$ cat src/rtl/traffic_phase_scheduler_if.sv
// Signal bundle between the intersection controller board and the phase scheduler:
// 1 Hz pacing, demand/police inputs, light codes, BCD countdowns and phase status.
interface traffic_phase_scheduler_if;
  logic       tick;
  logic       A_Traffic;
  logic       B_Traffic;
  logic       Police_A;
  logic       Police_B;
  logic [1:0] A_Light;
  logic [1:0] B_Light;
  logic [3:0] A_Time_H;
  logic [3:0] A_Time_L;
  logic [3:0] B_Time_H;
  logic [3:0] B_Time_L;
  logic [3:0] phase;

  modport master (
    output tick, A_Traffic, B_Traffic, Police_A, Police_B,
    input  A_Light, B_Light, A_Time_H, A_Time_L, B_Time_H, B_Time_L, phase
  );

  modport slave (
    input  tick, A_Traffic, B_Traffic, Police_A, Police_B,
    output A_Light, B_Light, A_Time_H, A_Time_L, B_Time_H, B_Time_L, phase
  );
endinterface

$ cat src/rtl/traffic_phase_scheduler.sv
// Two-road phase sequencer: green/yellow/all-red cycling with demand extension and skip,
// idle wink mode, police pre-emption, and registered light codes plus BCD countdowns.
module traffic_phase_scheduler #(
  parameter int GREEN_A = 25,
  parameter int GREEN_B = 25,
  parameter int YELLOW  = 5,
  parameter int ALLRED  = 2,
  parameter int EXT     = 10,
  parameter int MAX_EXT = 2
) (
  input logic                      Clk,
  input logic                      R,
  traffic_phase_scheduler_if.slave bus
);

  localparam logic [3:0] S_INIT   = 4'd0;
  localparam logic [3:0] S_A_GRN  = 4'd1;
  localparam logic [3:0] S_A_YEL  = 4'd2;
  localparam logic [3:0] S_AR_AB  = 4'd3;
  localparam logic [3:0] S_B_GRN  = 4'd4;
  localparam logic [3:0] S_B_YEL  = 4'd5;
  localparam logic [3:0] S_AR_BA  = 4'd6;
  localparam logic [3:0] S_WINK   = 4'd7;
  localparam logic [3:0] S_POLICE = 4'd8;

  localparam logic [1:0] L_RED = 2'b00;
  localparam logic [1:0] L_YEL = 2'b01;
  localparam logic [1:0] L_GRN = 2'b10;
  localparam logic [1:0] L_OFF = 2'b11;

  localparam logic [6:0] GREEN_A_C = 7'(GREEN_A);
  localparam logic [6:0] GREEN_B_C = 7'(GREEN_B);
  localparam logic [6:0] YELLOW_C  = 7'(YELLOW);
  localparam logic [6:0] ALLRED_C  = 7'(ALLRED);
  localparam logic [6:0] EXT_C     = 7'(EXT);
  localparam logic [6:0] MAX_EXT_C = 7'(MAX_EXT);

  localparam logic [8:0] GA9 = 9'(GREEN_A);
  localparam logic [8:0] GB9 = 9'(GREEN_B);
  localparam logic [8:0] Y9  = 9'(YELLOW);
  localparam logic [8:0] AR9 = 9'(ALLRED);

  // Saturate at 99 and split into {tens, units} BCD digits.
  function automatic logic [7:0] to_bcd(input logic [8:0] v);
    logic [8:0] s;
    s = (v > 9'd99) ? 9'd99 : v;
    return {4'(s / 9'd10), 4'(s % 9'd10)};
  endfunction

  localparam logic [7:0] A_TIME_RST = to_bcd(AR9);
  localparam logic [7:0] B_TIME_RST = to_bcd(AR9 + GA9 + Y9 + AR9);

  logic [3:0] state_q, state_d;
  logic [6:0] cnt_q, cnt_d;
  logic [6:0] ext_used_q, ext_used_d;
  logic       target_q, target_d;     // police target road: 0 = A, 1 = B
  logic       wink_off_q, wink_off_d;
  logic [1:0] a_light_q, a_light_d, b_light_q, b_light_d;
  logic [7:0] a_time_q, a_time_d, b_time_q, b_time_d;

  logic police_req, req_tgt, tick_end, on_b, own_tr, other_tr, a_wins, b_wins;
  logic [8:0] cnt9, a_bin, b_bin;

  assign police_req = bus.Police_A | bus.Police_B;
  assign req_tgt    = ~bus.Police_A;
  assign tick_end   = bus.tick && (cnt_q == 7'd1);
  assign on_b       = (state_q == S_B_GRN) || (state_q == S_B_YEL);
  assign own_tr     = on_b ? bus.B_Traffic : bus.A_Traffic;
  assign other_tr   = on_b ? bus.A_Traffic : bus.B_Traffic;
  // After A->B clearance road B gets first claim; otherwise road A does.
  assign a_wins     = (state_q == S_AR_AB) ? (bus.A_Traffic & ~bus.B_Traffic) : bus.A_Traffic;
  assign b_wins     = (state_q == S_AR_AB) ? bus.B_Traffic : (bus.B_Traffic & ~bus.A_Traffic);

  always_comb begin
    // NOTE: every comb output gets a default first so no path can infer a latch.
    state_d    = state_q;
    cnt_d      = cnt_q;
    ext_used_d = ext_used_q;
    wink_off_d = wink_off_q;
    target_d   = police_req ? req_tgt : target_q;

    case (state_q)
      S_INIT, S_AR_BA, S_AR_AB: begin
        if (tick_end) begin
          if (police_req)  state_d = S_POLICE;
          else if (a_wins) begin state_d = S_A_GRN; cnt_d = GREEN_A_C; end
          else if (b_wins) begin state_d = S_B_GRN; cnt_d = GREEN_B_C; end
          else begin state_d = S_WINK; wink_off_d = 1'b0; end
        end else if (bus.tick) begin
          cnt_d = cnt_q - 7'd1;
        end
      end
      S_A_GRN, S_B_GRN: begin
        if (police_req) begin
          ext_used_d = '0;
          if (req_tgt == on_b) state_d = S_POLICE;
          else begin state_d = on_b ? S_B_YEL : S_A_YEL; cnt_d = YELLOW_C; end
        end else if (tick_end) begin
          if (own_tr && !other_tr && (ext_used_q < MAX_EXT_C)) begin
            cnt_d      = EXT_C;
            ext_used_d = ext_used_q + 7'd1;
          end else begin
            state_d    = on_b ? S_B_YEL : S_A_YEL;
            cnt_d      = YELLOW_C;
            ext_used_d = '0;
          end
        end else if (bus.tick) begin
          cnt_d = cnt_q - 7'd1;
        end
      end
      S_A_YEL, S_B_YEL: begin
        if (tick_end) begin
          state_d = on_b ? S_AR_BA : S_AR_AB;
          cnt_d   = ALLRED_C;
        end else if (bus.tick) begin
          cnt_d = cnt_q - 7'd1;
        end
      end
      S_WINK: begin
        if (police_req || (bus.tick && (bus.A_Traffic || bus.B_Traffic))) begin
          state_d = S_AR_BA;
          cnt_d   = ALLRED_C;
        end else if (bus.tick) begin
          wink_off_d = ~wink_off_q;
        end
      end
      S_POLICE: begin
        // Hand the green road back through its yellow on release or retarget.
        if (!police_req || (req_tgt != target_q)) begin
          state_d = target_q ? S_B_YEL : S_A_YEL;
          cnt_d   = YELLOW_C;
        end
      end
      default: begin
        state_d = S_INIT;
        cnt_d   = ALLRED_C;
      end
    endcase
  end

  // Outputs are decoded from next-state so the registered values track the phase directly.
  always_comb begin
    a_light_d = L_RED;
    b_light_d = L_RED;
    a_bin     = '0;
    b_bin     = '0;
    cnt9      = {2'b00, cnt_d};
    case (state_d)
      S_A_GRN:  begin a_light_d = L_GRN; a_bin = cnt9; b_bin = cnt9 + Y9 + AR9; end
      S_A_YEL:  begin a_light_d = L_YEL; a_bin = cnt9; b_bin = cnt9 + AR9; end
      S_AR_AB:  begin b_bin = cnt9; a_bin = cnt9 + GB9 + Y9 + AR9; end
      S_B_GRN:  begin b_light_d = L_GRN; b_bin = cnt9; a_bin = cnt9 + Y9 + AR9; end
      S_B_YEL:  begin b_light_d = L_YEL; b_bin = cnt9; a_bin = cnt9 + AR9; end
      S_INIT,
      S_AR_BA:  begin a_bin = cnt9; b_bin = cnt9 + GA9 + Y9 + AR9; end
      S_WINK:   begin
        a_light_d = wink_off_d ? L_OFF : L_YEL;
        b_light_d = wink_off_d ? L_OFF : L_YEL;
      end
      S_POLICE: begin
        if (target_d) b_light_d = L_GRN;
        else          a_light_d = L_GRN;
      end
      default: ;
    endcase
    a_time_d = to_bcd(a_bin);
    b_time_d = to_bcd(b_bin);
  end

  // NOTE: sequential state uses non-blocking assignments so all flops update together.
  always_ff @(posedge Clk or negedge R) begin
    if (!R) begin
      state_q    <= S_INIT;
      cnt_q      <= ALLRED_C;
      ext_used_q <= '0;
      target_q   <= 1'b0;
      wink_off_q <= 1'b0;
      a_light_q  <= L_RED;
      b_light_q  <= L_RED;
      a_time_q   <= A_TIME_RST;
      b_time_q   <= B_TIME_RST;
    end else begin
      state_q    <= state_d;
      cnt_q      <= cnt_d;
      ext_used_q <= ext_used_d;
      target_q   <= target_d;
      wink_off_q <= wink_off_d;
      a_light_q  <= a_light_d;
      b_light_q  <= b_light_d;
      a_time_q   <= a_time_d;
      b_time_q   <= b_time_d;
    end
  end

  assign bus.A_Light  = a_light_q;
  assign bus.B_Light  = b_light_q;
  assign bus.A_Time_H = a_time_q[7:4];
  assign bus.A_Time_L = a_time_q[3:0];
  assign bus.B_Time_H = b_time_q[7:4];
  assign bus.B_Time_L = b_time_q[3:0];
  assign bus.phase    = state_q;

endmodule
$ cat src/flat_wrapper.sv
// flat-port wrapper written by rule: the top's interface ports become plain ports
module traffic_phase_scheduler_flat 
#(
  parameter int GREEN_A = 25,
  parameter int GREEN_B = 25,
  parameter int YELLOW  = 5,
  parameter int ALLRED  = 2,
  parameter int EXT     = 10,
  parameter int MAX_EXT = 2
)
  (Clk, R, bus_tick, bus_A_Traffic, bus_B_Traffic, bus_Police_A, bus_Police_B, bus_A_Light, bus_B_Light, bus_A_Time_H, bus_A_Time_L, bus_B_Time_H, bus_B_Time_L, bus_phase);
  traffic_phase_scheduler_if bus_i ();
  input logic Clk;
  input logic R;
  input wire logic [$bits(bus_i.tick)-1:0] bus_tick;
  input wire logic [$bits(bus_i.A_Traffic)-1:0] bus_A_Traffic;
  input wire logic [$bits(bus_i.B_Traffic)-1:0] bus_B_Traffic;
  input wire logic [$bits(bus_i.Police_A)-1:0] bus_Police_A;
  input wire logic [$bits(bus_i.Police_B)-1:0] bus_Police_B;
  output wire logic [$bits(bus_i.A_Light)-1:0] bus_A_Light;
  output wire logic [$bits(bus_i.B_Light)-1:0] bus_B_Light;
  output wire logic [$bits(bus_i.A_Time_H)-1:0] bus_A_Time_H;
  output wire logic [$bits(bus_i.A_Time_L)-1:0] bus_A_Time_L;
  output wire logic [$bits(bus_i.B_Time_H)-1:0] bus_B_Time_H;
  output wire logic [$bits(bus_i.B_Time_L)-1:0] bus_B_Time_L;
  output wire logic [$bits(bus_i.phase)-1:0] bus_phase;
  assign bus_i.tick = bus_tick;
  assign bus_i.A_Traffic = bus_A_Traffic;
  assign bus_i.B_Traffic = bus_B_Traffic;
  assign bus_i.Police_A = bus_Police_A;
  assign bus_i.Police_B = bus_Police_B;
  assign bus_A_Light = bus_i.A_Light;
  assign bus_B_Light = bus_i.B_Light;
  assign bus_A_Time_H = bus_i.A_Time_H;
  assign bus_A_Time_L = bus_i.A_Time_L;
  assign bus_B_Time_H = bus_i.B_Time_H;
  assign bus_B_Time_L = bus_i.B_Time_L;
  assign bus_phase = bus_i.phase;
  traffic_phase_scheduler #(.GREEN_A(GREEN_A), .GREEN_B(GREEN_B), .YELLOW(YELLOW), .ALLRED(ALLRED), .EXT(EXT), .MAX_EXT(MAX_EXT)) u_core (.Clk(Clk), .R(R), .bus(bus_i));
endmodule
$ cat config.mk
export PLATFORM = sky130hd
export DESIGN_NAME = traffic_phase_scheduler_flat
export DESIGN_NICKNAME = d
export VERILOG_FILES = /design/src/rtl/traffic_phase_scheduler_if.sv /design/src/rtl/traffic_phase_scheduler.sv /design/src/flat_wrapper.sv
export SDC_FILE = /design/constraint.sdc
export NUM_CORES = 1
export LEC_CHECK = 0
export BUFFER_PORTS_ARGS = -buffer_cell sky130_fd_sc_hd__buf_2
export CORE_AREA = 2 2 83 93
export DETAILED_ROUTE_END_ITERATION = 8
export DIE_AREA = 0 0 85 95
export PLACE_DENSITY = 0.8
export SETUP_SLACK_MARGIN = 0.3
export SYNTH_ARGS = -nofsm -noshare
export SYNTH_HDL_FRONTEND = slang
export SYNTH_SLANG_ARGS = --single-unit
$ cat constraint.sdc
create_clock -name Clk -period 7.2 [get_ports Clk]
set_input_delay 0.36 -clock Clk [delete_from_list [all_inputs] [get_ports Clk]]
set_output_delay 0.36 -clock Clk [all_outputs]
set_load 0.02 [all_outputs]
# [Word-level counts from Yosys, hierarchy flattened]
# Index checks and enable logic that the tools add are counted.
# Widths: inputs -> output; s select.
[op_classes] magnitude_cmp=3 mux=52 bitwise_logic=7 n_reduce_logical=20 addsub=8 eq_ne=19 n_div=4
[op_table] cell="$mux 7" n=14
[op_table] cell="$pmux 9 s4" n=2
[op_table] cell="$mux 4" n=11
[op_table] cell="$pmux 7 s5" n=1
[op_table] cell="$eq 4x3->1 const B" n=8
[op_table] cell="$pmux 4 s5" n=1
[op_table] cell="$add 9x2->9 const B" n=2
[op_table] cell="$div 9x4->9 const B" n=2
[op_table] cell="$gt 9x7->1 const B" n=2
[op_table] cell="$mod 9x4->9 const B" n=2
[op_table] cell="$mux 9" n=2
[op_table] cell="$eq 4x2->1 const B" n=4
[op_table] cell="$pmux 2 s4" n=2
[op_table] cell="$mux 1" n=11
[op_table] cell="$add 9x3->9 const B" n=1
[op_table] cell="$mux 3" n=3
[op_table] cell="$add 7x2->8 const B" n=1
[op_table] cell="$add 7x3->8 const B" n=1
[op_table] cell="$add 7x5->8 const B" n=1
[op_table] cell="$eq 4x1->1 const B" n=2
[op_table] cell="$eq 4x4->1 const B" n=2
[op_table] cell="$logic_not 4->1" n=2
[op_table] cell="$mux 2" n=4
[op_table] cell="$add 7x1->7 const B" n=1
[op_table] cell="other kinds (17)" n=31
[word_totals] regBits=40 input_bits=7 wordCells=122 output_inout_bits=24

# [Logic depth before layout (Yosys ltp)]
# Gate-level depths: netlist (run 1).
[depth] ltp_word=17 depth_mapped=28 ltp_nobuf=26

# [Least setup slack after synthesis (run 1)]
# OpenSTA, ideal clock, no wires.
[synth_timing] kind="register to register" start="register u_core.ext_used_q[3]" end="register u_core.b_time_q[1]" setup_time_ns=0.079 arrival_ns=5.369 t_required_ns=7.121 stages_incl_launch_ff=25 synth_period_minus_slack_ns=5.449 path_slack_ns=1.751 n_path_buf=0 cell_sequence="dfrtp_1 > or4_4 > or4_4 > o21ai_1 > a211oi_1 > o211a_1 > inv_1 > ha_1 > o21ai_0 > nand2b_1 > ha_1 > nand3_1 > or4_4 > o221ai_2 > xnor2_1 > a221oi_2 > nor2_1 > o21ai_0 > nand2b_1 > nor2_1 > inv_1 > ha_1 > a211o_1 > a21boi_2 > xor2_1"
[synth_between] elab_chain_len=13 elab_cells_between_ends=29 cone_classes="add/sub: 6; div: 1; order compare: 2; eq/ne: 6; mux: 10; reduce/logical: 4"
[synth_lines] item="from (decl)" line="traffic_phase_scheduler.sv:55" text="logic [6:0] ext_used_q, ext_used_d;"
[synth_lines] item="from (signal assigned)" line="traffic_phase_scheduler.sv:185" text="ext_used_q <= ext_used_d;"
[synth_lines] item="$lt 7x2->1 *" line="traffic_phase_scheduler.sv:99" text="if (own_tr && !other_tr && (ext_used_q < MAX_EXT_C)) begin"
[synth_lines] item="$logic_and 1x1->1 *" line="traffic_phase_scheduler.sv:99"
[synth_lines] item="$mux 4 *" line="traffic_phase_scheduler.sv:99"
[synth_lines] item="$mux 7 *" line="traffic_phase_scheduler.sv:98" text="end else if (tick_end) begin"
[synth_lines] item="$mux 7 *" line="traffic_phase_scheduler.sv:94" text="if (police_req) begin"
[synth_lines] item="$pmux 7 s5 *" line="traffic_phase_scheduler.sv:82" text="case (state_q)"
[synth_lines] item="via u_core.cnt_d[1]" line="traffic_phase_scheduler.sv:54" text="logic [6:0] cnt_q, cnt_d;"
[synth_lines] item="$add 7x5->8" line="traffic_phase_scheduler.sv:155" text="S_AR_BA: begin a_bin = cnt9; b_bin = cnt9 + GA9 + Y9 + AR9; end"
[synth_lines] item="$add 9x3->9" line="traffic_phase_scheduler.sv:155"
[synth_lines] item="$add 9x2->9" line="traffic_phase_scheduler.sv:155"
[synth_lines] item="$pmux 9 s4 *" line="traffic_phase_scheduler.sv:148" text="case (state_d)"
[synth_lines] item="$gt 9x7->1" line="traffic_phase_scheduler.sv:46" text="s = (v > 9'd99) ? 9'd99 : v;"
[synth_lines] item="$mux 9 *" line="traffic_phase_scheduler.sv:46"
[synth_lines] item="$mod 9x4->9 *" line="traffic_phase_scheduler.sv:47" text="return {4'(s / 9'd10), 4'(s % 9'd10)};"
[synth_lines] item="via u_core.b_time_d[1]" line="traffic_phase_scheduler.sv:59" text="logic [7:0] a_time_q, a_time_d, b_time_q, b_time_d;"
[synth_lines] item="to (signal assigned)" line="traffic_phase_scheduler.sv:191" text="b_time_q <= b_time_d;"
[synth_lines] item="to (decl)" line="traffic_phase_scheduler.sv:59"
# Mark *: on every way through the listed nets, which the timed path passes. The rest lies on a longest branch.
# A chain may end at the register's enable or synchronous reset.

# [Worst setup path after layout (run 1)]
[layout_timing] start="register u_core.cnt_q[1]" end="register u_core.a_time_q[2]"
[layout_between] elab_chain_len=12 elab_cells_between_ends=38 cone_classes="add/sub: 7; div: 1; order compare: 1; eq/ne: 7; mux: 19; reduce/logical: 3"
[layout_lines] item="from (decl)" line="traffic_phase_scheduler.sv:54"
[layout_lines] item="from (signal assigned)" line="traffic_phase_scheduler.sv:184" text="cnt_q <= cnt_d;"
[layout_lines] item="$sub 7x1->7, or another cell as far along" line="traffic_phase_scheduler.sv:90, traffic_phase_scheduler.sv:108, traffic_phase_scheduler.sv:116"
[layout_lines] item="$mux 7, or another cell as far along" line="traffic_phase_scheduler.sv:89, traffic_phase_scheduler.sv:107, traffic_phase_scheduler.sv:115"
[layout_lines] item="$mux 7 (on tied branches)" line="traffic_phase_scheduler.sv:98, traffic_phase_scheduler.sv:85"
[layout_lines] item="$mux 7 (on tied branches)" line="traffic_phase_scheduler.sv:94, traffic_phase_scheduler.sv:84"
[layout_lines] item="$pmux 7 s5 *" line="traffic_phase_scheduler.sv:82"
[layout_lines] item="via u_core.cnt_d[1]" line="traffic_phase_scheduler.sv:54"
[layout_lines] item="$add 7x5->8" line="traffic_phase_scheduler.sv:151" text="S_AR_AB: begin b_bin = cnt9; a_bin = cnt9 + GB9 + Y9 + AR9; end"
[layout_lines] item="$add 9x3->9" line="traffic_phase_scheduler.sv:151"
[layout_lines] item="$add 9x2->9" line="traffic_phase_scheduler.sv:151"
[layout_lines] item="$pmux 9 s4 *" line="traffic_phase_scheduler.sv:148"
[layout_lines] item="$gt 9x7->1" line="traffic_phase_scheduler.sv:46"
[layout_lines] item="$mux 9 *" line="traffic_phase_scheduler.sv:46"
[layout_lines] item="$mod 9x4->9 *" line="traffic_phase_scheduler.sv:47"
[layout_lines] item="via u_core.a_time_d[2]" line="traffic_phase_scheduler.sv:59"
[layout_lines] item="to (signal assigned)" line="traffic_phase_scheduler.sv:190" text="a_time_q <= a_time_d;"
[layout_lines] item="to (decl)" line="traffic_phase_scheduler.sv:59"
# Marked as above.

==> summary.md, run 1 <==
The run finished with clean final reports. The tightest min-delay check is of the input pin to asynchronous set/reset pin type. Setup total negative slack on the finished layout was measured at 0 ps. Number of antenna cells inserted: 0.

The count of different cell masters after synthesis was 83; the floorplan row count was 33. For the count of H-tree levels built during CTS, the log shows 2. The count of pins over their slew limit came out at 0. For the I/O pin count, the log shows 31. Wire segments on met2 add up to 6450 microns in the final route.

In this run, synthesis produced a sequential element count of 40. The congestion estimate from routability-driven global placement came to 0.984. Across the run, the number of max-cap violations was 0. The logs give 33.3% for the overall routing resource usage and 4706 for the via count. The path depth of the worst reg2reg path is 26, and the async set-or-reset flop fraction in the synthesized netlist is 100%. The die extent in y came out at 95 microns. STA classifies the critical path startpoint as a register. Input and output buffers added on the ports amount to 30. The logs give 41 for the maximum number of pins on one net before global-route repair and 0 for the overflow left after global routing.

The initial utilization of the core area, before any placement, comes to 59.3%. Setup repair after global routing left no endpoint under its margin. Data arrival time at the worst-slack endpoint: 6630 ps.

The first TritonRoute pass finished after 5 iterations. Measured against its own limit, the worst slew margin works out to 30.7%. The number of hold-slack violations in the final timing report was 0; the number of nets in the final layout was 604.

Number of antenna violations at the first check in global routing: 0. After detailed routing, the average wire length per cell comes to 20.0 microns. The routed design uses 839 microns of met3 wire.

The floorplan step set the die width to 85 microns. Iteration-0 DRC count of the detailed router: 340. The mean instance size in the synthesized netlist works out to 7.58 sq um. In this run the top signal layer used is met4. The core outline area was 7230 sq um. The share of cells above drive strength 1 is 13.5%, and the share of the yosys chip area belonging to registers is 23.5%.

Counting the buffers created by CTS gives 5. In this run the critical register-to-register path is launched from u_core.cnt_q[1]. The number of vias per cell after detailed routing is 7.01. At the later pin of the worst-skew pair, clock insertion delay measures 300 ps.

The tools report the terminus of the critical flop-to-flop path as u_core.a_time_q[2]. The share of the clock period used by the worst path is 89.7%, and the post-CTS clock slew at the launch and capture registers of the worst setup and hold paths is 90 ps. TritonCTS built the clock tree. In this run the clock root is driven by a sky130_fd_sc_hd__clkbuf_8. First-pass GRT wire length: 21400 microns.

The kind of capture point of the worst setup path is a register. The floorplan step defined a die boundary enclosing 8080 sq um. The minimum clock period after layout is 6450 ps, and the number of global-route vias before repair is 4399. The number of synthesis warnings came out at 0. The tools report the maximum clock frequency as 155 MHz. For the worst setup path, the data required time is 7370 ps.

The worst-case register-to-register setup slack is 750 ps. For this run, the leading register cell type out of synthesis is sky130_fd_sc_hd__dfrtp_1. The cell count after synthesis came out at 565.

At the pin with the least slew margin, the transition time is 1030 ps. Following the worst setup path forward leads to its endpoint at u_core.a_time_q[2]. In this run the worst setup path begins at u_core.cnt_q[1]. The post-synth net total is 586, and the routed length on met1 is 5250 microns.

Counting flops with a built-in enable in the synthesized netlist gives 0. The wire-length estimate of the detail-placed layout is 10100 microns. The buffer depth of the longest clock path was 2.

The final-layout fill cell count came out at 636. Along the worst path, the maximum fanout reaches 14. The post-detailed-routing wire length was 13400 microns. For the final database, setup skew stands at 8.79 ps.

The number of failing setup endpoints in the final timing report was 0. The setup path with the least slack is of type register to register. The DRC violations left came out at 0.

The count of nets left with antenna violations after detail routing is 0, and the area growth from synthesis to layout is 7.98%. The area of the mapped netlist was 4280 sq um; the sink count of the clock tree was 40.
## routing by layer
metal / GRT usage, % / vias up
met3: 3.41 / 75
met1: 39.2 / 2205
met4: 21.7 / 0
met2: 57.5 / 263
li1: - / 2163
met5: 0 / -
## cells in the mapped netlist (5+ instances only)
library cell / count / share of area, %
sky130_fd_sc_hd__nor2_1: 62 / 5.4
sky130_fd_sc_hd__o21ai_0: 41 / 4.8
sky130_fd_sc_hd__a21oi_1: 40 / 4.7
sky130_fd_sc_hd__nand2_1: 40 / 3.5
sky130_fd_sc_hd__dfrtp_1: 35 / 20
sky130_fd_sc_hd__nand3_1: 32 / 3.7
sky130_fd_sc_hd__inv_1: 25 / 2.2
sky130_fd_sc_hd__xnor2_1: 21 / 4.3
sky130_fd_sc_hd__clkbuf_1: 19 / 1.7
sky130_fd_sc_hd__nor3_1: 18 / 2.1
sky130_fd_sc_hd__ha_1: 14 / 4.1
sky130_fd_sc_hd__nand2b_1: 13 / 1.9
sky130_fd_sc_hd__o211ai_1: 12 / 2.1
sky130_fd_sc_hd__o22ai_1: 10 / 1.5
sky130_fd_sc_hd__buf_2: 9 / 1.1
sky130_fd_sc_hd__a211oi_1: 8 / 1.4
sky130_fd_sc_hd__a31oi_1: 8 / 1.2
sky130_fd_sc_hd__and2_1: 7 / 1.0
sky130_fd_sc_hd__and3_1: 7 / 1.0
sky130_fd_sc_hd__o211a_1: 7 / 1.6
sky130_fd_sc_hd__or4_1: 6 / 1.1
sky130_fd_sc_hd__a211o_1: 5 / 1.0
sky130_fd_sc_hd__dfstp_2: 5 / 3.1
sky130_fd_sc_hd__nor4_1: 5 / 0.73
sky130_fd_sc_hd__o21a_1: 5 / 0.88
## critical path: stages (launching register included)
cell                       delay (ps)
sky130_fd_sc_hd__dfstp_2          400
sky130_fd_sc_hd__inv_1            130
sky130_fd_sc_hd__ha_1             200
sky130_fd_sc_hd__nor3b_2          310
sky130_fd_sc_hd__and2_1           420
sky130_fd_sc_hd__o21ai_1          190
sky130_fd_sc_hd__a211oi_1         260
sky130_fd_sc_hd__o211a_1          280
sky130_fd_sc_hd__inv_1            170
sky130_fd_sc_hd__ha_1             310
sky130_fd_sc_hd__nor3_1           320
sky130_fd_sc_hd__nand2b_1         220
sky130_fd_sc_hd__ha_1             180
sky130_fd_sc_hd__nand3_1           70
sky130_fd_sc_hd__a211o_1          300
sky130_fd_sc_hd__o32a_1           220
sky130_fd_sc_hd__xnor2_1          400
sky130_fd_sc_hd__a221o_1          530
sky130_fd_sc_hd__and2_1           240
sky130_fd_sc_hd__o211ai_1         110
sky130_fd_sc_hd__o21ai_0          100
sky130_fd_sc_hd__nand2b_1         100
sky130_fd_sc_hd__ha_1             180
sky130_fd_sc_hd__a21oi_1          130
sky130_fd_sc_hd__o211ai_1         130
sky130_fd_sc_hd__a21boi_1         290
sky130_fd_sc_hd__o22ai_1          130
## registers in the layout (all words and copies together) (netlist names)
register            cells
u_core.a_time_q         8
u_core.b_time_q         8
u_core.bus.A_Light      2
u_core.bus.B_Light      2
u_core.bus.phase        4
u_core.cnt_q            7
u_core.ext_used_q       7
u_core.target_q         1
u_core.wink_off_q       1
## logic make-up after synthesis
| group | count (synthesis) | share of synthesized area [%] |
|---|---|---|
| AO/OA/AOI/OAI | 197 | 32.0 |
| flip-flops | 40 | 23.5 |
| XOR/XNOR | 23 | 4.70 |
| AND/OR/NAND/NOR | 225 | 28.2 |
| buffers and inverters | 57 | 5.32 |
| adder cells (fa/ha/maj) | 15 | 4.32 |
| multiplexers | 8 | 1.99 |
## layout make-up
class                      count  area (sq um)  area share (%)
clock inverter                 3          46.3            1.00
timing repair buffer          39           218            4.71
clock buffer                   5          68.8            1.49
multi-input combinational    468          3060            66.3
sequential                    40          1010            21.8
tap                           87           109            2.35
inverter                      29           111            2.41
## stage by stage
step / instance area, sq um / std cells / util (%) / hold WS (ps) / setup WS (ps)
after global routing: 4620 / 671 / 64.0 / 248 / 307
after detailed placement: 4490 / 663 / 62.2 / 482 / 750
after floorplan: 4280 / 565 / - / 64.4 / 1750
final: 4620 / 671 / 64.0 / 156 / 745
after CTS: 4610 / 671 / 63.8 / 211 / 759
after global placement: 4490 / 663 / 62.2 / 475 / 1070
## how the worst min path moves through the flow
stage | from | endpoint | slack, ps | cells past startpoint
2_1_floorplan | R | u_core.a_time_q[0] | 60 | 0
3_3_place_gp | u_core.ext_used_q[6] | u_core.ext_used_q[6] | 470 | 1
3_5_place_dp | u_core.ext_used_q[6] | u_core.ext_used_q[6] | 480 | 1
4_1_cts | R | u_core.b_time_q[7] | 210 | 1
5_1_grt | R | u_core.b_time_q[7] | 250 | 1
6_report | R | u_core.b_time_q[7] | 160 | 1
## cell usage in the layout, fill, tap and decap left out, types with 4 or more instances in the layout
master / synthesis / routed
sky130_fd_sc_hd__a211oi_1: 8 / 8
sky130_fd_sc_hd__xnor2_1: 21 / 21
sky130_fd_sc_hd__a211o_1: 5 / 5
sky130_fd_sc_hd__nand2_1: 40 / 40
sky130_fd_sc_hd__nand3_1: 32 / 32
sky130_fd_sc_hd__a21oi_1: 40 / 40
sky130_fd_sc_hd__and3_1: 7 / 7
sky130_fd_sc_hd__nand4_1: 4 / 4
sky130_fd_sc_hd__mux2i_1: 4 / 4
sky130_fd_sc_hd__o2bb2ai_1: 4 / 4
sky130_fd_sc_hd__ha_1: 14 / 14
sky130_fd_sc_hd__nand2b_1: 13 / 13
sky130_fd_sc_hd__buf_4: 0 / 9
sky130_fd_sc_hd__nor2_1: 62 / 62
sky130_fd_sc_hd__o221ai_1: 4 / 4
sky130_fd_sc_hd__or4_1: 6 / 6
sky130_fd_sc_hd__and2_1: 7 / 7
sky130_fd_sc_hd__nor3_1: 18 / 18
sky130_fd_sc_hd__inv_1: 25 / 25
sky130_fd_sc_hd__nor2b_1: 4 / 4
sky130_fd_sc_hd__o21a_1: 5 / 5
sky130_fd_sc_hd__dfrtp_1: 35 / 35
sky130_fd_sc_hd__o211a_1: 7 / 7
sky130_fd_sc_hd__buf_2: 9 / 30
sky130_fd_sc_hd__o22ai_1: 10 / 10
sky130_fd_sc_hd__a32oi_1: 4 / 4
sky130_fd_sc_hd__o21ai_0: 41 / 41
sky130_fd_sc_hd__o211ai_1: 12 / 12
sky130_fd_sc_hd__a31oi_1: 8 / 8
sky130_fd_sc_hd__clkbuf_8: 0 / 5
sky130_fd_sc_hd__o31a_1: 4 / 4
sky130_fd_sc_hd__mux2_2: 4 / 4
sky130_fd_sc_hd__dfstp_2: 5 / 5
sky130_fd_sc_hd__nor4_1: 5 / 5
## what timing repair did
item,in CTS,in global routing
resized for setup,0,2
setup endpoints to repair,0,7
hold buffers,0,0
setup buffers,0,0
Power of run 1 is left out: the tool's default activity adds up to more than one toggle a clock period on the data nets, which glitch-free logic cannot reach.
==> run 2, diff against run 1 <==
--- a/config.mk
+++ b/config.mk
@@ -10,6 +10,7 @@
 export DETAILED_ROUTE_END_ITERATION = 8
 export DIE_AREA = 0 0 85 95
 export PLACE_DENSITY = 0.8
+export RECOVER_POWER = 100
 export SETUP_SLACK_MARGIN = 0.3
 export SYNTH_ARGS = -nofsm -noshare
 export SYNTH_HDL_FRONTEND = slang
==> run 2 against run 1 <==
Global-route usage unchanged. Non-clock buffer count stayed put. Core utilization decreased by 0.76 points. Critical path depth is 3 lower. Routed wire length is 0.31% lower. Die area unchanged. Sequential share of layout area grew 0.26 points. First-iteration DRC count grew 5.0%. Worst hold slack gained 270 ps. The run now ends with max-capacitance violations, max-slew violations left. Setup slack got worse by 160 ps. Via count is 0.36% higher. Cell area is 1.2% lower.
==> summary.md, run 2 (synthesis results as in run 1) <==
The die extent in y came out at 95 microns. On the final layout, the worst hold slack is 429 ps. The tools report the number of hold-slack violations in the final timing report as 0. Relative slew slack: -43.2%. The number of buffers created by CTS is 5. At the end of routability-driven placement, the weighted congestion stood at 0.984. The post-CTS clock slew at the launch and capture registers of the worst setup and hold paths is 80 ps, and the count of pins over their slew limit is 41.

The final layout contains routed wiring with a total length of 13300 microns. The kind of critical path is register to register. The post-route netlist has 7.53% of its cells at a drive strength greater than 1. The sum of buffers and inverters on the critical path works out to 0. The logs give 4399 for the number of global-route vias before repair and 3060 sq um for the total area of multi-input combinational cells. For this run, global-route usage on met1 was measured as 39.2%. The maximum number of pins on one net before global-route repair was 41. For the pin with the worst max-slew slack, the measured transition is 2150 ps. The logs give 0 for the number of antenna violations at the first check in global routing and 33.3% for the overall routing resource usage. The critical path goes through nor3b_1, mux2i_1, a21oi_1, a21oi_1, nand2_1, ha_1, nor3_1, nand2b_1, ha_1, nand3_1, a211o_1, o32a_1, xnor2_1, a221o_1, and2_1, o211ai_1, o21ai_0, nand2b_1, ha_1, a21oi_1, o211ai_1, a21boi_1, o22ai_1. Data on the critical path is required at its endpoint by 7370 ps.

The net count of the finished layout is 604. The logs give 646 for the final-layout fill cell count and 0 for the overflow left after global routing. The floorplan row count is 33. The run gives 4570 sq um as the final cell area excluding filler cells.

In the finished design, the share of the clock period the worst path needs comes to 91.8%. Clock skew on the completed layout was measured at 10.3 ps. The number of antenna cells inserted is 0, and the floorplan die width is 85 microns. The sink count of the clock tree is 40. Clock latency on the worst-skew pair, taken at its later pin, is 300 ps. The logs give 57.5% for the met2 capacity usage during global routing and 7230 sq um for the core outline area. Before antenna repair, the detailed router went through 6 iterations.

For this configuration, the core starts out at a cell density of 59.3%. The first-pass GRT wire length was 21400 microns. The cell family contributing the most delay on the critical path is compound AO/OA/AOI/OAI gates. The category of the worst setup path launch point is a register. The run gives 1 as the count of max-cap constraint violations. Using the TritonRoute via totals, the vias-per-cell ratio works out to 7.04. The delay of the slowest cell on the worst path came out at 640 ps. Of all nets on the critical path, the largest fanout is 16. After detailed routing, the number of remaining DRC violations is 0. The logs give 6780 ps for the data arrival time at the worst-slack endpoint and 10100 microns for the post-DP HPWL.

The sequential cells in the finished layout cover a total of 1010 sq um. The library cells used most frequently in the layout, excluding fill and tap cells, are sky130_fd_sc_hd__nor2_1 (62), sky130_fd_sc_hd__o21ai_0 (41), sky130_fd_sc_hd__a21oi_1 (40), sky130_fd_sc_hd__nand2_1 (40), sky130_fd_sc_hd__dfrtp_1 (35). TritonCTS built the clock tree. Post-CTS timing repair inserted 0 buffers for setup. For this design the top-level I/O count stands at 31.

For the count of H-tree levels built during CTS, the log shows 2. Static timing analysis puts the maximum clock frequency at 151 MHz. The path class of the lowest-slack min-delay path is input pin to register. The run gives 0 ps as the sum of negative setup slack.

Dividing the detail-routed wire length by the instance count gives 19.9 microns. The largest individual stage delay along the critical path comes from the cell sky130_fd_sc_hd__dfrtp_1. From synthesis to final layout, the design area changed by 6.69%.

The minimum clock period after layout came out at 6610 ps. The placed standard-cell area is 4490 sq um. Busiest metal layer after global routing: met2. The die covers 8080 sq um.

The logs give 0 for the number of failing setup endpoints in the final timing report and 4723 for the via count. Setup repair after global routing left no endpoint under its margin. The tools report the iteration-0 DRC count of the detailed router as 357. The buffer depth of the longest clock path was 2; the count of nets left with antenna violations after detail routing was 0.

The kind of capture point of the worst setup path was a register. The met3 demand-to-capacity share in global routing was 3.41%; the setup slack at placement was 750 ps. The final reports fail on max-capacitance violations, max-slew violations.

The flow ran to the end, but the final reports show violations. The total of buffers placed on input and output ports works out to 30. The largest registers in the layout are u_core.a_time_q: 8 flops, u_core.b_time_q: 8 flops. The final worst setup slack was 588 ps. The root buffer cell chosen for the clock tree is sky130_fd_sc_hd__clkbuf_8. Leaving out fill and tap cells, the most frequent cell in the layout is sky130_fd_sc_hd__nor2_1.
==> run 2: cell count changes in the layout (fill, tap and decap cells not counted), sizes merged <==
| cell | change |
|---|---|
| buf | -30 |
| clkbuf | +30 |
==> run 2: per-layer routing <==
layer  share of wire [%]  routed length (microns)
met3                 7.2                      955
met2                  48                     6470
met4                 6.4                      858
met1                  38                     5070
met5                   0                        0
==> run 2: timing repair <==
action / in CTS / in global routing
setup endpoints to repair: 0 / 7
hold buffers: 0 / 0
resized for setup: 0 / 2
==> run 2: area by class of cell <==
cell class | count | share of cell area, %
Sequential cell | 40 | 22.0
Inverter | 29 | 2.44
Timing Repair Buffer | 39 | 3.67
Clock buffer | 5 | 1.51
Multi-Input combinational cell | 468 | 66.9
Clock inverter | 3 | 1.01
Tap cell | 87 | 2.38
==> run 2: final timing paths <==
check | start | end | slack [ps] | cells after the start
setup / recovery | u_core.bus.phase[2] | u_core.a_time_q[2] | 590 | 23
hold / removal | bus_Police_A | u_core.target_q | 430 | 2
setup reg to reg | u_core.bus.phase[2] | u_core.a_time_q[2] | 590 | 23
hold reg to reg | u_core.ext_used_q[6] | u_core.ext_used_q[6] | 520 | 1
max in group asynchronous | R | u_core.b_time_q[1] | 5290 | 1
min in group asynchronous | R | u_core.b_time_q[7] | 660 | 1
==> run 2: metrics by stage <==
step / util, % / instances
final: 63.2 / 671
after global placement: 62.2 / 663
after floorplan: - / 565
after detailed placement: 62.2 / 663
after CTS: 63.8 / 671
after global routing: 63.2 / 671
Power of run 2 is left out for the same reason.
==> run 3, diff against run 2 <==
--- a/config.mk
+++ b/config.mk
@@ -5,8 +5,10 @@
 export SDC_FILE = /design/constraint.sdc
 export NUM_CORES = 1
 export LEC_CHECK = 0
+export ABC_AREA = 1
 export BUFFER_PORTS_ARGS = -buffer_cell sky130_fd_sc_hd__buf_2
 export CORE_AREA = 2 2 83 93
+export CTS_BUF_LIST = sky130_fd_sc_hd__clkbuf_16
 export DETAILED_ROUTE_END_ITERATION = 8
 export DIE_AREA = 0 0 85 95
 export PLACE_DENSITY = 0.8
==> run 3 against run 2 <==
The run still ends with max-capacitance violations, max-slew violations left. Synthesized cell count up 23%. Sequential share of layout area down 0.14 points. Cell area up 0.63%. Via count down 4.1%. Global-route usage down 4.3 points. Worst hold slack worse by 34 ps. Non-clock buffer count down 9. Flip-flop and latch count unchanged.
==> summary.md, run 3 <==
TritonCTS built the clock tree. The proportion of synthesized area in mux cells came out at 0.233%. The cell count after synthesis came out at 693.

0 antenna diodes ended up in the layout. Of the cells placed in the final design, the portion with a size suffix greater than 1 is 16.2%. Area growth from synthesis to layout: 7.08%.

The post-CTS clock slew at the launch and capture registers of the worst setup and hold paths was 60 ps. The launching element of the worst setup path is u_core.cnt_q[1]. The tools report the count of different cell masters after synthesis as 37. Ranked by instance count, the synthesized netlist is headed by sky130_fd_sc_hd__nand2_1 (208), sky130_fd_sc_hd__nand3_1 (88), sky130_fd_sc_hd__inv_1 (78). The xor and xnor area share after synthesis works out to 1.02%. The die extent in y is 95 microns, and the sink count of the clock tree is 40. A synthesized cell averages 6.20 sq um. The post-synthesis compound-gate area fraction was 8.42%. Once detailed placement completed, the half-perimeter wirelength came to 8950 microns. The first global-routing pass estimated 19100 microns of wire. At the end of the flow, the number of nets in the layout was 747. For the clock insertion delay at the later pin of the skew report, the log shows 280 ps. The startpoint identified for the worst hold timing path is bus_Police_A.

The logs give 0 for the post-CTS resize count and 5 for the number of buffers created by CTS. The relative slew slack was -46.2%. Once layout is complete, the utilization of the core stands at 63.6%.

The tools report the count of pins over their slew limit as 41. The detailed-routing iteration count for the pre-antenna-repair pass was 5; the async set-or-reset flop fraction in the synthesized netlist was 100%. The critical path in this run is classified as register to register. The mean routed wirelength per cell was 14.1 microns; the post-detailed-routing wire length was 11400 microns. The run gives 2 as the buffer depth of the longest clock path. The worst setup path is launched from a register.

Fill cells in the final layout number 698. Among all stages on the critical path, the largest delay is contributed by sky130_fd_sc_hd__dfstp_1. In this run the post-CTS setup repair buffer count came out at 0. The run gives 0 as the overflow left after global routing. The most common library cell in the layout ignoring fill and taps is sky130_fd_sc_hd__nand2_1. For this run, the total global-route usage over all layers was measured as 29.0%. In the layout the commonest cells are sky130_fd_sc_hd__nand2_1 (214), sky130_fd_sc_hd__nand3_1 (90), sky130_fd_sc_hd__inv_1 (80). For the count of nets left with antenna violations after detail routing, the log shows 0. The detailed router finished its first iteration with 291 violations. During synthesis, Yosys emitted a total of 0 warnings.

The data arrival time at the worst-slack endpoint is 6040 ps. Row generation in the floorplan step produced 33 rows. Setup violations remaining at the end of the flow were counted as 0. The top cell type by area accounts for 20.4% of the synthesized area.

The most numerous cell type found on the critical path is sky130_fd_sc_hd__nand2_1. After detailed placement, the total cell area comes to 4520 sq um. The cell type with the highest aggregate area in the netlist is sky130_fd_sc_hd__dfrtp_1. The worst path uses 81.6% of the clock period. The most frequent cell after synthesis was sky130_fd_sc_hd__nand2_1.

From left edge to right edge, the die measures 85 microns. Summing the sequential cell areas from Yosys gives 23.5% of the chip area. For the initial core utilization, the log shows 59.4%. The synthesized-area fraction occupied by and/or/nand/nor cells was 52.8%; the final setup skew was 6.97 ps. The largest registers in the layout are u_core.a_time_q: 8 flops, u_core.b_time_q: 8 flops. The delay of the slowest cell on the worst path is 630 ps, and the DRC violations left is 0. Number of global-route vias before repair: 4257.

The number of antenna violations at the first check in global routing is 0. Synthesis produced a netlist with a net count of 714. Number of hold-slack violations in the final timing report: 0. Buffer cell driving the clock tree root: sky130_fd_sc_hd__clkbuf_16.

Maximum number of pins on one net before global-route repair: 41. The count of H-tree levels built during CTS was 2. For the endpoint required time on the critical path, the log shows 7370 ps. Of the total synthesized cell area, the portion taken by full adders, half adders and majority gates is 4.08%.

Dividing the detail-routed via count by the number of cells gives 5.57. At the end of routability-driven placement, the weighted congestion stood at 0.960. The routed layout has 4530 vias.

Count of max-cap constraint violations: 1. The flip-flop and latch count after synthesis was 40. The flow ran to the end, but the final reports show violations.

The final reports fail on max-capacitance violations, max-slew violations. The synthesized netlist occupies a cell area of 4290 sq um. In this run the worst path has a maximum fanout of 11.

Yosys attributes the largest share of cell area to sky130_fd_sc_hd__dfrtp_1 (20%), sky130_fd_sc_hd__nand2_1 (18%), sky130_fd_sc_hd__nand3_1 (10%), sky130_fd_sc_hd__inv_1 (6.8%), sky130_fd_sc_hd__nor2_1 (5.4%). In this run the tool buffered the top-level ports with 30 buffer cells. Kind of capture point of the worst setup path: a register. The tools report the post-cts hold buffer count as 0. The worst-margin pin slew came out at 2190 ps. Minimum clock period after layout: 5880 ps.

Setup repair after global routing left no endpoint under its margin. Counting flops with a built-in enable in the synthesized netlist gives 0. In this run the critical register-to-register path is launched from u_core.cnt_q[1]. The most instantiated flip-flop cell in the synthesis netlist was sky130_fd_sc_hd__dfrtp_1.

Path class of the lowest-slack min-delay path: input pin to register. The final cell area excluding filler cells is 4600 sq um, and the sum of negative setup slack is 0 ps. The core region is 7230 sq um. Die footprint: 8080 sq um.

Derived from the worst setup path, the maximum achievable clock frequency is 170 MHz. Largest family of logic cells by synthesized area: simple AND/OR/NAND/NOR gates. The tools report the I/O pin count as 31.
==> run 3: changes by cell type in the layout (fill, tap and decap cells not counted), sizes merged, moves of 13 or more <==
cell and delta:
inv +76, a21oi -20, xnor2 -21, nand2b -13
nand2 +209, nand3 +70, nor2 +28, nor3 -17
o21ai -16
==> run 3: worst paths after layout <==
path / to / depth (start not counted) / slack, ps
min in group asynchronous: u_core.target_q / 1 / 720
max in group asynchronous: u_core.cnt_q[2] / 1 / 5230
worst min-delay path: u_core.target_q / 2 / 400
worst max register to register: u_core.a_time_q[2] / 43 / 1320
worst max-delay path: u_core.a_time_q[2] / 43 / 1320
worst min register to register: u_core.ext_used_q[0] / 1 / 480
==> run 3: layout make-up <==
| cell class | count | area [sq um] | area share [%] |
|---|---|---|---|
| Multi-Input combinational cell | 542 | 2790 | 60.8 |
| Sequential cell | 40 | 1010 | 21.9 |
| Inverter | 107 | 402 | 8.73 |
| Clock buffer | 5 | 125 | 2.72 |
| Timing Repair Buffer | 30 | 119 | 2.59 |
| Tap cell | 87 | 109 | 2.37 |
| Clock inverter | 3 | 42.5 | 0.925 |
==> run 3: layer usage <==
layer | track usage (%) | wire (microns) | share of wire (%) | vias up
met2 | 54.4 | 5920 | 52 | 141
li1 | - | - | - | 2273
met4 | 12.3 | 408 | 3.6 | 0
met3 | 3.67 | 558 | 4.9 | 42
met1 | 33.0 | 4560 | 40 | 2074
met5 | 0 | 0 | 0 | -
==> run 3: kinds of logic after synthesis <==
family,after synthesis
XOR/XNOR,5
flip-flops,40
multiplexers,1
buffers and inverters,111
AND/OR/NAND/NOR,461
adder cells (fa/ha/maj),14
AO/OA/AOI/OAI,61
==> run 3: metrics by stage <==
step                      hold slack (ps)  cells  worst slack (ps)
after detailed placement              471    806              1870
final                                 396    814              1320
after CTS                             250    814              1920
after global routing                  408    814               613
after global placement                463    806              2040
after floorplan                      64.4    693              2620
==> run 3: worst max-delay path, delay by kind of cell (launching register included) <==
family / cells / cell delay [ps]
AO/OA/AOI/OAI: 3 / 430
adder cells (fa/ha/maj): 4 / 920
buffers and inverters: 8 / 570
flip-flops: 1 / 630
AND/OR/NAND/NOR: 28 / 3190
Power of run 3 is left out for the same reason.
